$ cat config.mk
export PLATFORM = sky130hd
export DESIGN_NAME = irq_pending_latch_flat
export DESIGN_NICKNAME = d
export VERILOG_FILES = /design/src/rtl/irq_pending_latch_if.sv /design/src/rtl/irq_pending_latch.sv /design/src/flat_wrapper.sv
export SDC_FILE = /design/constraint.sdc
export NUM_CORES = 1
export LEC_CHECK = 0
export CAP_MARGIN = 0
export CELL_PAD_IN_SITES_DETAIL_PLACEMENT = 0
export CELL_PAD_IN_SITES_GLOBAL_PLACEMENT = 2
export CORE_ASPECT_RATIO = 1.75
export CORE_MARGIN = 2
export CORE_UTILIZATION = 27
export CTS_BUF_LIST = sky130_fd_sc_hd__clkbuf_16
export CTS_CLUSTER_DIAMETER = 200
export DETAILED_ROUTE_END_ITERATION = 8
export PLACE_DENSITY = 0.85
export SLEW_MARGIN = 20
export SYNTH_ARGS = -nofsm -noshare
export SYNTH_HDL_FRONTEND = slang
export SYNTH_SLANG_ARGS = --single-unit
$ cat constraint.sdc
create_clock -name clk -period 2.6 [get_ports clk]
set_input_delay 0.52 -clock clk [delete_from_list [all_inputs] [get_ports clk]]
set_output_delay 0.52 -clock clk [all_outputs]
set_load 0.01 [all_outputs]
$ cat src/rtl/irq_pending_latch_if.sv
// Bus between the interrupt request-capture stage and its consumer.
// The master side drives the request lines, mask, acknowledge and overflow
// clear. The slave side, the latch, returns the encoder inputs, the raw
// pending register and the overflow flags.
interface irq_pending_latch_if #(
    parameter int N = 8
) ();
    localparam int IW = (N > 1) ? $clog2(N) : 1;

    logic [N-1:0]  irq_in;
    logic [N-1:0]  mask;
    logic          ack;
    logic [IW-1:0] ack_id;
    logic          ovf_clr;
    logic [N-1:0]  I;
    logic          EN;
    logic [N-1:0]  pend;
    logic [N-1:0]  ovf;

    modport master (
        output irq_in, mask, ack, ack_id, ovf_clr,
        input  I, EN, pend, ovf
    );

    modport slave (
        input  irq_in, mask, ack, ack_id, ovf_clr,
        output I, EN, pend, ovf
    );
endinterface

$ cat src/rtl/irq_pending_latch.sv
// irq_pending_latch: request-capture stage in front of an N:log2(N) priority
// encoder. Raw requests pass through a 2-flop synchroniser. Each event
// (a rising edge, or the level when EDGE=0) sets a sticky pending bit. An
// acknowledge of the serviced index clears that bit. Masked pending bits
// drive the encoder I/EN inputs.
// Optional feature: define IRQ_OVERFLOW_EN to build sticky per-line overflow
// flags. These record events that were merged into a bit that was already
// pending. When the macro is not defined, ovf is tied to zero and ovf_clr is
// ignored.
module irq_pending_latch #(
    parameter int N    = 8,
    parameter bit EDGE = 1'b1
) (
    input logic               clk,
    input logic               rst,
    irq_pending_latch_if.slave bus
);
    localparam int IW = (N > 1) ? $clog2(N) : 1;

    logic [N-1:0] s1;
    logic [N-1:0] s2;
    logic [N-1:0] prev;
    logic [N-1:0] pend;
    logic [N-1:0] ev;
    logic [N-1:0] ack_vec;

    // Two-flop synchroniser for the asynchronous requests, plus one history stage for edge detection
    always_ff @(posedge clk or posedge rst) begin
        if (rst) begin
            s1   <= '0;
            s2   <= '0;
            prev <= '0;
        end else begin
            s1   <= bus.irq_in;
            s2   <= s1;
            prev <= s2;
        end
    end

    // Event detection; prev resets low, so a line held high across reset counts as a fresh edge
    always_comb begin
        ev = '0;
        if (EDGE) begin
            ev = s2 & ~prev;
        end else begin
            ev = s2;
        end
    end

    // One-hot decode of the acknowledge; indices at or above N match no line and are dropped
    always_comb begin
        ack_vec = '0;
        for (int i = 0; i < N; i++) begin
            ack_vec[i] = bus.ack && (int'(bus.ack_id) == i);
        end
    end

    // Sticky pending bits: a new event beats a same-cycle acknowledge, so no request is lost
    always_ff @(posedge clk or posedge rst) begin
        if (rst) begin
            pend <= '0;
        end else begin
            pend <= ev | (pend & ~ack_vec);
        end
    end

`ifdef IRQ_OVERFLOW_EN
    logic [N-1:0] ovf_q;

    // Overflow flags: an event landing on a bit that is still pending and not being acked this cycle
    always_ff @(posedge clk or posedge rst) begin
        if (rst) begin
            ovf_q <= '0;
        end else begin
            ovf_q <= (bus.ovf_clr ? '0 : ovf_q) | (ev & pend & ~ack_vec);
        end
    end

    assign bus.ovf = ovf_q;
`else
    logic unused_ovf_clr;

    assign unused_ovf_clr = bus.ovf_clr;
    assign bus.ovf        = '0;
`endif

    assign bus.pend = pend;
    assign bus.I    = pend & bus.mask;
    assign bus.EN   = |(pend & bus.mask);
endmodule

$ cat src/flat_wrapper.sv
// flat-port wrapper written by rule: the top's interface ports become plain ports
module irq_pending_latch_flat 
#(
    parameter int N    = 8,
    parameter bit EDGE = 1'b1
)
  (clk, rst, bus_irq_in, bus_mask, bus_ack, bus_ack_id, bus_ovf_clr, bus_I, bus_EN, bus_pend, bus_ovf);
  irq_pending_latch_if #(.N(N)) bus_i ();
  input logic clk;
  input logic rst;
  input wire logic [$bits(bus_i.irq_in)-1:0] bus_irq_in;
  input wire logic [$bits(bus_i.mask)-1:0] bus_mask;
  input wire logic [$bits(bus_i.ack)-1:0] bus_ack;
  input wire logic [$bits(bus_i.ack_id)-1:0] bus_ack_id;
  input wire logic [$bits(bus_i.ovf_clr)-1:0] bus_ovf_clr;
  output wire logic [$bits(bus_i.I)-1:0] bus_I;
  output wire logic [$bits(bus_i.EN)-1:0] bus_EN;
  output wire logic [$bits(bus_i.pend)-1:0] bus_pend;
  output wire logic [$bits(bus_i.ovf)-1:0] bus_ovf;
  assign bus_i.irq_in = bus_irq_in;
  assign bus_i.mask = bus_mask;
  assign bus_i.ack = bus_ack;
  assign bus_i.ack_id = bus_ack_id;
  assign bus_i.ovf_clr = bus_ovf_clr;
  assign bus_I = bus_i.I;
  assign bus_EN = bus_i.EN;
  assign bus_pend = bus_i.pend;
  assign bus_ovf = bus_i.ovf;
  irq_pending_latch #(.N(N), .EDGE(EDGE)) u_core (.clk(clk), .rst(rst), .bus(bus_i));
endmodule
======== Word-level counts from Yosys, hierarchy flattened ========
Index checks and enable logic that the tools add are counted.
storage, ports and cells
  register bits after elaboration ......... 32
  bits of input ports ..................... 23
  output and inout bits ................... 25
  word-level logic and storage cells ...... 27
cells by class
  equal/unequal tests ..................... 7
  bitwise operators ....................... 6
  reduce and logical (&&, ||, !) cells .... 10
operator list
  kind                                                                    number
  8-bit AND                                                               3
  8-bit inverter                                                          2
  3-bit equality test (second input constant)                             4
  1-bit logical AND                                                       8
  8-bit OR                                                                1
  8-bit OR reduction                                                      1
  3-bit by 2-bit equality test with 1-bit output (second input constant)  2
  3-bit by 1-bit equality test with 1-bit output (second input constant)  1
  3-bit zero test                                                         1

======== Logic depth before layout (Yosys ltp) ========
Gate-level depths: netlist of run 1.
  depth in word-level cells ............... 5
  mapped depth ............................ 3
  depth with buffers taken out ............ 3

======== Least setup slack after synthesis of run 1 ========
No wires, ideal clock.
  kind .................................... input port to output port
  start point ............................. input bus_mask[1]
  end point ............................... output bus_EN
  data arrival time ....................... 1.690 ns
  required time ........................... 2.080 ns
  path slack .............................. 0.390 ns
  cell stages on the path ................. 3
  path buffers ............................ 0
  path through ............................ and2_1 > or4_1 > or4_1
on the way
  longest elaborated chain between the ends .. 2
ends and longest elaborated chain
  element             line                     source
  start: declaration  flat_wrapper.sv:12       input wire logic [$bits(bus_i.mask)-1:0] bus_mask;
  8-bit AND           irq_pending_latch.sv:89  assign bus.EN = |(pend & bus.mask);
  8-bit OR reduction  irq_pending_latch.sv:89
  end: declaration    flat_wrapper.sv:17       output wire logic [$bits(bus_i.EN)-1:0] bus_EN;
Every way passes these cells.

======== Final worst setup path of run 1 ========
  start point ............................. input bus_mask[6]
  end point ............................... output bus_EN
The elaborated chain is that of the path after synthesis.

==> results of run 1 <==
## routing by layer
metal / GRT usage / vias up
li1: - / 340
met1: 0.0832 / 311
met3: 0.0461 / 5
met5: 0 / -
met2: 0.133 / 48
met4: 0.0789 / 0
## what timing repair did
item	4_1_cts	5_1_grt
gates resized for setup	9	2
setup endpoints to repair	1	1
cloned	0	0
pin swaps	4	2
## power by group through the flow
| stage | registers (uW) | logic, uW | clock network [uW] |
|---|---|---|---|
| after floorplan | 553 | 53.0 | 0 |
| after global placement | 549 | 132 | 0 |
| after detailed placement | 551 | 135 | 0 |
| after CTS | 542 | 137 | 651 |
| after global routing | 545 | 148 | 665 |
| final | 542 | 134 | 626 |
## stage by stage
stage / setup TNS, ps / instances
floorplan: 0 / 89
global placement: -427 / 168
detailed placement: -455 / 168
CTS: 0 / 176
global route: 0 / 176
finish: 0 / 176
## cell families after synthesis
group,share of synthesized area
compound gates,0.0785
other cells,0.00346
simple gates,0.0924
flops,0.739
buf+inv,0.0866
## Yosys cell counts (all sizes together)
| cell | number | area share |
|---|---|---|
| dfrtp | 32 | 0.74 |
| o21ai | 14 | 0.065 |
| inv | 9 | 0.031 |
| and2 | 8 | 0.048 |
| buf | 8 | 0.055 |
| nand2b | 3 | 0.017 |
| nand2 | 2 | 0.0069 |
| o31ai | 2 | 0.014 |
| or4 | 2 | 0.014 |
| conb | 1 | 0.0035 |
| or2 | 1 | 0.0058 |
## how the worst max path moves through the flow
| stage | from | to | slack (ps) | cells after the start |
|---|---|---|---|---|
| final | bus_mask[6] | bus_EN | 70 | 5 |
| after CTS | bus_mask[7] | bus_EN | 5 | 5 |
| after detailed placement | bus_mask[0] | bus_EN | -460 | 5 |
| after global routing | bus_mask[6] | bus_EN | 50 | 5 |
| after global placement | bus_mask[0] | bus_EN | -430 | 5 |
| after floorplan | bus_mask[1] | bus_EN | 390 | 3 |
## area by class of cell
| class | count | share of cell area |
|---|---|---|
| clock buffer | 5 | 0.0751 |
| sequential | 32 | 0.481 |
| tap | 48 | 0.0361 |
| clock inverter | 3 | 0.0225 |
| multi-input combinational | 40 | 0.134 |
| inverter | 9 | 0.0203 |
| timing repair buffer | 39 | 0.231 |
## worst max-delay path, delay by kind of cell
| kind | cells | cell delay (ps) |
|---|---|---|
| simple gates | 3 | 1110 |
| buf+inv | 2 | 380 |
## registers in the layout, indices dropped and copies added, names as in the netlist
name and cells:
u_core.prev 8, u_core.s1 8, u_core.bus.pend 8, u_core.s2 8
## layout by cell type (no fill, tap or decap), drive strengths merged
master and instances:
clkdlybuf4s50 33, dfrtp 32, o21ai 14, inv 9
conb 8, and2 8, clkbuf 5, nand2b 3
nand2 2, o31ai 2, or4 2, clkinv 2
dlymetal6s2s 2, dlygate4sd2 2, buf 2, or2 1
bufinv 1
==> results.md, run 1 <==
* DIE AREA at approximately 4600 sq um
* Reg-to-reg startpoint: u_core.bus.pend[6]$_DFF_PP0_
* RSZ-0062 raised after global routing: no
* Root buf cell: clkbuf_16
* Clock latency on the worst-skew pair at 270 ps
* Pwr/cell area at 782 nW/um^2
* Total Power at ~1300 uW
* DRC Markers at 0
* Share of layout cells above drive strength 1 at 0.102
* Wire per inst at 10.0 um
* Fillers at 372
* Status: finished clean
* CTS Sinks at 32
* Critical path launch point type: input port
* Combinational cell fraction of total power at 0.103
* Max_cap viols at 0
* Clock Tree Buf Depth at 2
* Most frequent CP cell: or4_1
* Placer's final routability congestion estimate at 0.704
* Total grt overflow at 0
* Postcts setup bufs at 0
* Layout Nets at 150
* Number of global-route vias before repair at 645
* Hold Crit Class: register to register
* Area of the multi-input gates at 223 sq um
* DRT Pass-1 Iters at 2
* Synth unique cells at 12
* Height of the die at around 88 um
* Synth warn at 0
* Syn Inst Count at 82
* N_diodes at 0
* # port buffers at 38
* Io pins at 48
* DR top layer: met4
* Die Width at 51.9 um
* Post-placement cell area at 1500 sq um
* Switch Pwr at 250 uW
* Pins Over Slew Limit at 0
* Clock power share at 0.481
* FMAX at between 300 and 400 MHz
* Arrival time of the worst setup path at roughly 2000 ps
* Sequential-to-total area share from yosys stat at 0.739
* Fin. Hold Viols at 0
* Post-Syn Area per Cell at 13.2 sq um
* Crit-path max cell delay at 520 ps
* Kind of critical path: input port to primary output
* Pin count of the biggest net entering global routing at 33
* Final WS setup at between 60 and 70 ps
* Synth Register Bits at 32
* H-tree depth at 2
* Reg2Reg Depth at 2
* Sequential share of power at 0.416
* WHS Endpoint: u_core.s2[5]$_DFF_PP0_
* Hold Worst Slack at 342 ps
* Fin crit share at 0.973
* Hold Path Depth at 0
* CORE AREA at 3870 sq um
* Mapped Area at 1080 sq um
* Antenna violations before repair at 0
* Flop2flop setup slack at 1910 ps
* Final antenna-violating net count at 0
* Met2 WL at 836 um
* Routed vias/inst at 4.00
* Setup-failing EPs final at 0
* Gr usage total at 0.0878
* Slowest stage cell on the critical path: or4_1
* Cell area after layout at 1670 sq um
* Final core utilization at 0.431
* Wl on met1 at ~570 um
* Reg clk slew, reported paths at 50 ps
* Peak VDD IR at 0.000542 V
* Worst EP required at approximately 2100 ps
* CTS buffer count at 5
* Post-place setup slack at -455 ps
* Core Rows at 30
* Iter 0 DRT Violations at 3
* First-pass GRT wire length at approximately 2800 um
* Hold path startpoint: u_core.s1[5]$_DFF_PP0_
* Total Wirelength at roughly 1800 um
* Worst setup EP type: primary output
* Internal at 1050 uW
* P_leak at 0.000748 uW
* Crit Path Max Fanout at 2
* Area Overhead vs Synth at 53.7%
* Met3 wire length at 299 um
* Fin Clk Skew at 5.30 ps
* Crit path cell chain: dlygate4sd2_1 -> and2_4 -> or4_1 -> or4_1 -> buf_2
* DR vias at 704
* DP Wirelength at 1340 um
* Storage element area at around 800 sq um
* Hold buffer count at cts at 0
* Min Tclk post-route at 2530 ps
* Terminus of the critical flop-to-flop path: u_core.bus.pend[6]$_DFF_PP0_
* Sw frac at 0.192
* Initial core utilization at 0.280
* CTS tree: done
(Power assumes the default switching activity.)
==> inputs of run 2 (changes only) <==
Settings changed: RECOVER_POWER set to 50, SETUP_SLACK_MARGIN set to 0.05.
==> results.md, run 2 (same netlist as run 1, synthesis figures left out) <==
* Crit path max-delay family: simple AND/OR/NAND/NOR gates
* Final antenna-violating net count at 0 (unchanged)
* Gr usage total at 0.0878 (unchanged)
* Reg-to-reg startpoint: u_core.bus.pend[6]$_DFF_PP0_
* Total Wirelength at 1760 um (-0.17%)
* Worst setup EP type: primary output
* Worst-Margin Slew at around 1600 ps
* Clock Tree Buf Depth at 2 (unchanged)
* Max_cap viols at 1 (+1)
* DR vias at 708 (+0.57%)
* CTS tree: done
* Initial core utilization at 0.280 (unchanged)
* Min Tclk post-route at 2520 ps (-14.1 ps)
* Worst EP required at 2080 ps (about the same)
* Crit path cell chain: dlygate4sd2_1 -> and2_4 -> or4_1 -> or4_1 -> buf_2
* Reg clk slew, reported paths at 50 ps (about the same)
* Setup-failing EPs final at 0 (unchanged)
* Layout Nets at 151 (+0.67%)
* Crit Path Max Fanout at 2 (unchanged)
* RSZ-0062 raised after global routing: no
* Hold Path Depth at 0 (unchanged)
* N_diodes at 0 (unchanged)
* Slew headroom at -0.0593
* Most frequent cells in the layout: 32 x dfrtp_1, 24 x clkdlybuf4s50_1, 14 x o21ai_0, 9 x inv_1, 9 x dlygate4sd3_1
* Failing checks: capacitance limit, slew limit
* FMAX at 397 MHz (+0.56%)
* CTS buffer count at 5 (unchanged)
* Height of the die at 87.8 um (unchanged)
* DRC Markers at 0 (unchanged)
* DP Wirelength at 1340 um (unchanged)
* Routed vias/inst at 4.00 (unchanged)
* DIE AREA at 4560 sq um (unchanged)
* Hold path startpoint: u_core.s1[5]$_DFF_PP0_
* Wire per inst at 9.95 um (-0.73%)
* H-tree depth at 2 (unchanged)
* Iter 0 DRT Violations at 4 (+1)
* P_leak at 0.000744 uW (-0.55%)
* Hold buffer count at cts at 0 (unchanged)
* # port buffers at 38 (unchanged)
* Placer's final routability congestion estimate at 0.704 (unchanged)
* Most frequent CP cell: or4_1
* Critical path launch point type: input port
* CTS Sinks at 32 (unchanged)
* Clock latency on the worst-skew pair at 270 ps (about the same)
* Cell Count, Final, Fillers Out at 177 (+0.57%)
* Pin count of the biggest net entering global routing at 33 (unchanged)
* Antenna violations before repair at 0 (unchanged)
* Kind of critical path: input port to primary output
* Commonest non-fill, non-tap cell in the layout: dfrtp_1
* Total grt overflow at 0 (unchanged)
* WHS Endpoint: u_core.s2[5]$_DFF_PP0_
* Final core utilization at 0.431 (unchanged)
* Crit-path max cell delay at 500 ps (-20 ps)
* Root buf cell: clkbuf_16
* Hold Worst Slack at 342 ps (-0.0150 ps)
* Pwr/cell area at 781 nW/um^2 (-0.13%)
* Number of global-route vias before repair at 644 (-0.16%)
* Fin. Hold Viols at 0 (unchanged)
* Core Rows at 30 (unchanged)
* Slowest stage cell on the critical path: or4_1
* Fin crit share at 0.968 (-0.00543)
* Reg2Reg Depth at 2 (unchanged)
* Io pins at 48 (unchanged)
* First-pass GRT wire length at 2790 um (unchanged)
* Total Power at 1300 uW (-0.13%)
* Placed Cells at 168 (unchanged)
* Fin Clk Skew at 5.31 ps (+0.0126 ps)
* DRT Pass-1 Iters at 2 (unchanged)
* Terminus of the critical flop-to-flop path: u_core.bus.pend[6]$_DFF_PP0_
* Pins Over Slew Limit at 33 (+33)
* CORE AREA at 3870 sq um (unchanged)
* Die Width at 51.9 um (unchanged)
* Arrival time of the worst setup path at 2000 ps (about the same)
* Crit path buf inv count at 2 (unchanged)
* Flop2flop setup slack at 1910 ps (about the same)
* Area Overhead vs Synth at 53.7% (unchanged)
* Peak VDD IR at 0.000541 V (-0.26%)
* Hold Crit Class: register to register
* Status: complete, but fails checks
* Share of layout cells above drive strength 1 at 0.101 (-0.000787)
==> run 2: cell count changes in the layout (fill, tap and decap cells not counted), sizes merged <==
cell	previous run	this run
dlygate4sd2	2	3
clkdlybuf4s50	33	24
clkbuf	5	6
dlygate4sd3	0	9
dlymetal6s2s	2	1
==> run 2: per-stage QoR <==
stage / setup TNS [ps] / cell area, sq um / setup slack (ps)
finish: 0 / 1670 / 83.8
global route: 0 / 1670 / 39.5
CTS: 0 / 1670 / 64.3
detailed placement: -455 / 1500 / -455
global placement: -427 / 1500 / -427
floorplan: 0 / 1110 / 390
==> run 2: how the worst max path moves through the flow <==
stage,cells after the start,from,slack [ps],end
global placement,5,bus_mask[0],-430,bus_EN
CTS,5,bus_mask[0],60,bus_EN
floorplan,3,bus_mask[1],390,bus_EN
global route,3,rst,40,u_core.s1[0]$_DFF_PP0_
finish,5,bus_mask[1],80,bus_EN
detailed placement,5,bus_mask[0],-460,bus_EN
==> run 2: metal layers <==
layer,global-route usage,share of wire
met4,0.0789,0.031
met1,0.0832,0.33
met3,0.0461,0.17
met5,0,0
met2,0.133,0.47
==> run 2: where the power goes <==
group,leakage [uW],switching [uW],internal (uW)
Combinational,0.000307,53.3,78.6
Clock,0.0000789,184,443
Sequential,0.000357,13.1,529
Total,0.000744,250,1050
==> run 2: what timing repair did <==
action,in CTS,in global routing
endpoints found under the setup margin,1,1
buffers inserted,1,0
gates resized for setup,10,1
pin swaps,4,2
==> run 2: cell type report <==
class,count,area (sq um)
Tap cell,48,60.1
Sequential cell,32,801
Timing Repair Buffer,40,385
Clock inverter,3,37.5
Fill cell,372,2200
Multi-Input combinational cell,40,223
Inverter,9,33.8
Clock buffer,5,125
